**config.mk**
```make
export PLATFORM = sky130hd
export DESIGN_NAME = fixed_latency_collector
export DESIGN_NICKNAME = d
export VERILOG_FILES = /design/src/rtl/fixed_latency_collector.sv
export SDC_FILE = /design/constraint.sdc
export NUM_CORES = 1
export LEC_CHECK = 0
export CORE_MARGIN = 2
export CORE_UTILIZATION = 40
export DETAILED_ROUTE_END_ITERATION = 6
export PLACE_DENSITY = 0.58
export SYNTH_ARGS = -nofsm -noshare
export SYNTH_HDL_FRONTEND = slang
export SYNTH_SLANG_ARGS = --single-unit
```
**constraint.sdc**
```tcl
create_clock -name clock -period 6.5 [get_ports clock]
set_input_delay 1.3 -clock clock [delete_from_list [all_inputs] [get_ports clock]]
set_output_delay 1.3 -clock clock [all_outputs]
set_load 0.03 [all_outputs]
```
**src/rtl/fixed_latency_collector.sv**
```systemverilog
// Valid/ready front end for a fixed-latency go/done arithmetic unit with a credit-guarded result FIFO.
// Optional done-vs-go consistency checker enabled by defining FIXED_LATENCY_COLLECTOR_CHECK_EN.
module fixed_latency_collector #(
  parameter int unsigned LATENCY = 14,
  parameter int unsigned WIDTH   = 32,
  parameter int unsigned DEPTH   = 16
) (
  input  logic                         clock,
  input  logic                         reset,
  input  logic                         req_valid,
  output logic                         req_ready,
  input  logic [WIDTH-1:0]             req_a,
  input  logic [WIDTH-1:0]             req_b,
  output logic                         unit_go,
  output logic [WIDTH-1:0]             unit_a,
  output logic [WIDTH-1:0]             unit_b,
  input  logic                         unit_done,
  input  logic [WIDTH-1:0]             unit_result,
  output logic                         resp_valid,
  input  logic                         resp_ready,
  output logic [WIDTH-1:0]             resp_data,
  output logic [$clog2(DEPTH+1)-1:0]   in_flight,
  output logic                         err
);

  localparam int unsigned CW = $clog2(DEPTH + 1);
  localparam int unsigned PW = $clog2(DEPTH);
  localparam int unsigned FW = $clog2(LATENCY + 1);

  localparam logic [0:0] FLUSH = 1'b0;
  localparam logic [0:0] RUN   = 1'b1;

  logic [0:0]       state;
  logic [FW-1:0]    flush_cnt;
  logic [CW-1:0]    count;
  logic [PW-1:0]    wr_ptr;
  logic [PW-1:0]    rd_ptr;
  logic [WIDTH-1:0] mem [DEPTH];

  logic             running;
  logic             fire;
  logic             push;
  logic             pop;
  logic [CW:0]      credit_used;

  assign running     = (state == RUN);
  // Credit is computed from registered occupancy only, so a same-cycle pop never opens a slot early.
  assign credit_used = {1'b0, in_flight} + {1'b0, count};
  assign req_ready   = !reset && running && (credit_used < (CW + 1)'(DEPTH));
  assign fire        = req_valid && req_ready;
  assign unit_go     = fire;
  assign unit_a      = req_a;
  assign unit_b      = req_b;

  // A done with nothing outstanding is spurious and is dropped.
  assign push        = running && unit_done && (in_flight != '0);
  assign resp_valid  = (count != '0);
  assign pop         = resp_valid && resp_ready;
  assign resp_data   = mem[rd_ptr];

  // FLUSH spans exactly LATENCY cycles: the counter hits zero on the edge that enters RUN.
  always_ff @(posedge clock) begin
    if (reset) begin
      state     <= FLUSH;
      flush_cnt <= FW'(LATENCY);
    end else if (state == FLUSH) begin
      flush_cnt <= flush_cnt - FW'(1);
      if (flush_cnt == FW'(1)) begin
        state <= RUN;
      end
    end
  end

  always_ff @(posedge clock) begin
    if (reset) begin
      in_flight <= '0;
    end else if (running) begin
      case ({fire, push})
        2'b10:   in_flight <= in_flight + CW'(1);
        2'b01:   in_flight <= in_flight - CW'(1);
        default: in_flight <= in_flight;
      endcase
    end
  end

  always_ff @(posedge clock) begin
    if (reset) begin
      wr_ptr <= '0;
      rd_ptr <= '0;
      count  <= '0;
    end else begin
      if (push) begin
        wr_ptr <= wr_ptr + PW'(1);
      end
      if (pop) begin
        rd_ptr <= rd_ptr + PW'(1);
      end
      case ({push, pop})
        2'b10:   count <= count + CW'(1);
        2'b01:   count <= count - CW'(1);
        default: count <= count;
      endcase
    end
  end

  always_ff @(posedge clock) begin
    if (push) begin
      mem[wr_ptr] <= unit_result;
    end
  end

`ifdef FIXED_LATENCY_COLLECTOR_CHECK_EN
  logic [LATENCY-1:0] go_hist;
  logic               err_q;

  // go_hist[LATENCY-1] is high exactly in the cycle a done is owed for an earlier go.
  always_ff @(posedge clock) begin
    if (reset) begin
      go_hist <= '0;
      err_q   <= 1'b0;
    end else begin
      go_hist <= (go_hist << 1) | LATENCY'(fire);
      if (running && (unit_done != go_hist[LATENCY-1])) begin
        err_q <= 1'b1;
`ifndef SYNTHESIS
        $display("fixed_latency_collector: done/go disagreement at time %0t (done=%0b expected=%0b)",
                 $time, unit_done, go_hist[LATENCY-1]);
`endif
      end
    end
  end

  assign err = err_q;
`else
  assign err = 1'b0;
`endif

endmodule

```
==> impl_results.md <==
- GR Util All Layers: 16.7%
- Yosys Warn Count: 0
- Final setup viols: 0
- Number of hold buffers added after cts: 0
- FF-to-FF setup slack: 3.37 ns
- GRT Max-Usage Layer: met2
- Input/output buffers: 76
- Final min period: roughly 4.8 ns
- Largest net degree at the start of global routing: between 70 and 80
- WL per Instance: around 25 um
- Synth top area share: between 70% and 80%
- Part of the Yosys area used for sequential elements: between 70% and 80%
- Total power: approximately 6.7 mW
- EDFF count, synth: 512
- Routed Antenna Nets: 0
- Status: complete, no violations
- # clock sinks: 539
- Crit path buf inv count: 2
- GPL Wtd Cong: ~0.7
- Pwr/cell area: 279 nW/um^2
- FF-to-FF Start: in_flight[0]
- Hold path endpoint: wr_ptr[1]
- CTS tree: yes
- Drt pass-1 iters: 7
- Slowest-stage cell, CP: buf_4
- Cts repair resizes: 0
- Register bit total from synthesis: 539
- Row cnt: between 80 and 90
- Die Height: 234 um
- Reg2Reg Depth: 9
- Vias in the first global route: just over 10000
- Skew-Pair Late Insertion Delay: about 0.6 ns
- Met2 GRT Util: between 20% and 30%
- Drt total wl: ~45 mm
- Net count after synthesis: 1155
- Max frequency: 207 MHz
- Crit. End Element: output port
- Hold Path Origin: wr_ptr[1]
- Deepest clock path buffer count: 3
- Overflow after GRT: 0
- First-pass GRT wire length: around 66 mm
- Final Hold Viols: 0
- Vias per cell: around 5.5
- Met1 Use GR: 23.5%
- Largest stage delay, worst path: approximately 0.74 ns
- Post-DP Area: ~22000 um^2
- Max_slew headroom: 32.6%
- Final HPWL DP: 22.2 mm
- Initial core utilization: between 40% and 50%
- Hold depth: 2
- FF-to-FF End: count[4]
- H-tree depth: 2
- Asr flop ratio synth: 0%
- Dominant synthesized flop cell: edfxtp_1
- Yosys top cell by area: edfxtp_1
- Fin area: ~24000 um^2
- Setup_tns: 0 ns
- Unique masters post-synth: 48
- Crit share post-route: between 70 and 80%
- Num CTS Buffers: 54
- Least-Margin Pin Slew: roughly 1.0 ns
- CP max FO: 44
- Layout cell share with drive strength beyond 1: ~23%
- Max IR drop VDD: about 0.18 mV
- Leakage power: ~7.4 nW
- Startpoint Class: flip-flop
- Clk slew on worst S/H paths: about 0.06 ns
- Root Buffer Master: clkbuf_16
- Critical path type: reg2out
- DRT iter0 DRCs: between 900 and 1000
- Remaining DRCs: 0
- Area contributors post-synth: edfxtp_1 73%, mux4_2 14%, dfxtp_1 2.6%
- Post-CTS Setup Inserts: 0
- Worst Path Required: between 5 and 6 ns
- P&R area growth vs syn: 13.1%
- Vias after detailed routing: approximately 9900
- Syn Inst Count: 1033
- Post-Synthesis Cell Area: ~21000 um^2
- Core area: about 52000 um^2
- Nets: ~1200
- Die span in x: approximately 230 um
- Cell family with most CP delay: buffers and inverters
- Hold WC Path Type: reg2reg
- Die area: approximately 55000 um^2
- Io pins: approximately 200
- Max Cap Viol: 0
- Worst-path cell chain: buf_4 -> mux4_2 -> a22oi_1 -> nand2_1 -> clkdlybuf4s50_1
- M3 GR Usage: under 10%
- Worst clock skew: between 0.01 and 0.015 ns
- RSZ-0062 raised after global routing: no
- Slew Viols, Final: 0
- Worst EP arrival: 3.53 ns
- Initial antenna violation count: 3
- Synth Area per Inst: a little over 20 um^2
==> worst max-delay path by stage <==
| stage | cells after the start | from | slack [ns] | to |
|---|---|---|---|---|
| finish | 5 | flip-flop | 1.67 | resp_data[20] |
| global route | 5 | flip-flop | 1.41 | resp_data[20] |
| detailed placement | 7 | reset | 1.86 | unit_go |
| floorplan | 2 | unit_done | 1.49 | mem[3][0] |
| global placement | 7 | reset | 1.86 | unit_go |
| CTS | 5 | flip-flop | 1.57 | resp_data[26] |
==> kinds of logic after synthesis <==
logic type                 count (synthesis)  synth area share [%]
adders and majority gates                 21                  1.31
buffers and inverters                    126                  3.54
xor gates and xnor gates                  12                 0.496
other                                      1                0.0177
and+or+nand+nor                          112                  2.64
AOI/OAI and AO/OA                         90                  3.12
muxes                                    132                  13.8
DFF                                      539                  75.1
==> state kept, by name, summed over array words and instances (netlist names), named ones only <==
signal and flops:
flush_cnt 4, wr_ptr 4, rd_ptr 4, count 5
mem 512, running 1, in_flight 5
==> where the power goes <==
part	total, mW	leakage, nW	internal [mW]	switching [mW]
Clock	2.82	0.772	1.56	1.26
Sequential	3.80	4.82	3.80	0.00200
Combinational	0.0724	1.85	0.0240	0.0484
Total	6.70	7.44	5.39	1.31
==> layout by cell type (no fill, tap or decap), types with 3 or more instances in the layout <==
cell / count
clkdlybuf4s50_1: 76
nor3b_2: 3
and3_2: 4
a21o_1: 3
or4_1: 3
a22oi_1: 64
xnor2_1: 5
and2_2: 4
clkbuf_1: 13
nand3_1: 5
dfxtp_1: 25
xor2_1: 7
clkinv_1: 14
inv_1: 9
nor2_1: 23
ha_1: 19
edfxtp_1: 512
clkbuf_16: 54
nand2_1: 40
nand2b_1: 5
mux2i_1: 3
clkinv_2: 9
buf_4: 24
nor2b_1: 3
mux4_2: 128
a21oi_1: 12
o211ai_1: 4
==> synth_stat cells (2+ instances only) <==
cell type  number
or4_1           3
nand2_1        40
buf_4          66
nor2_1         25
buf_1           3
mux4_2        128
nand3_1         5
mux2i_1         3
edfxtp_1      512
xor2_1          7
a21o_1          3
a22oi_1        64
nor2b_1         5
nor4_1          3
inv_1           9
and3_1          5
clkbuf_1       31
and2_1          5
a21oi_1        12
nor3_1          2
nand2b_1        5
o211ai_1        4
ha_1           19
buf_2          15
fa_1            2
nor3b_1         3
dfxtp_1        27
xnor2_1         5
and4_1          3
==> layer usage <==
layer	part of all wire, %	wire (um)
met2	48	21800
met4	1.8	820
met3	5.3	2400
met5	0.064	29
met1	44	20100
==> metrics by stage <==
step / hold WS [ns] / worst slack (ns) / utilization (%) / instances
6_report: 0.509 / 1.67 / 45.7 / 1804
5_1_grt: 0.540 / 1.41 / 45.7 / 1803
4_1_cts: 0.515 / 1.57 / 45.7 / 1803
3_5_place_dp: 0.500 / 1.86 / 42.7 / 1706
3_3_place_gp: 0.488 / 1.86 / 42.7 / 1706
2_1_floorplan: 0.470 / 1.49 / - / 1033
==> cell type report <==
cell class,count,area (um^2)
Clock buffer,67,1400
Inverter,10,40.0
Multi-Input combinational cell,368,4600
Fill cell,4302,28500
Sequential cell,539,15900
Antenna cell,1,2.50
Tap cell,688,861
Timing Repair Buffer,101,961
Clock inverter,30,183
==> tightest hold or removal path: stages, from the launching register on <==
cell and delay, ns:
dfxtp_1 0.34, nand2_1 0.07, a21oi_1 0.05
Power figures use the tool's default switching activity.
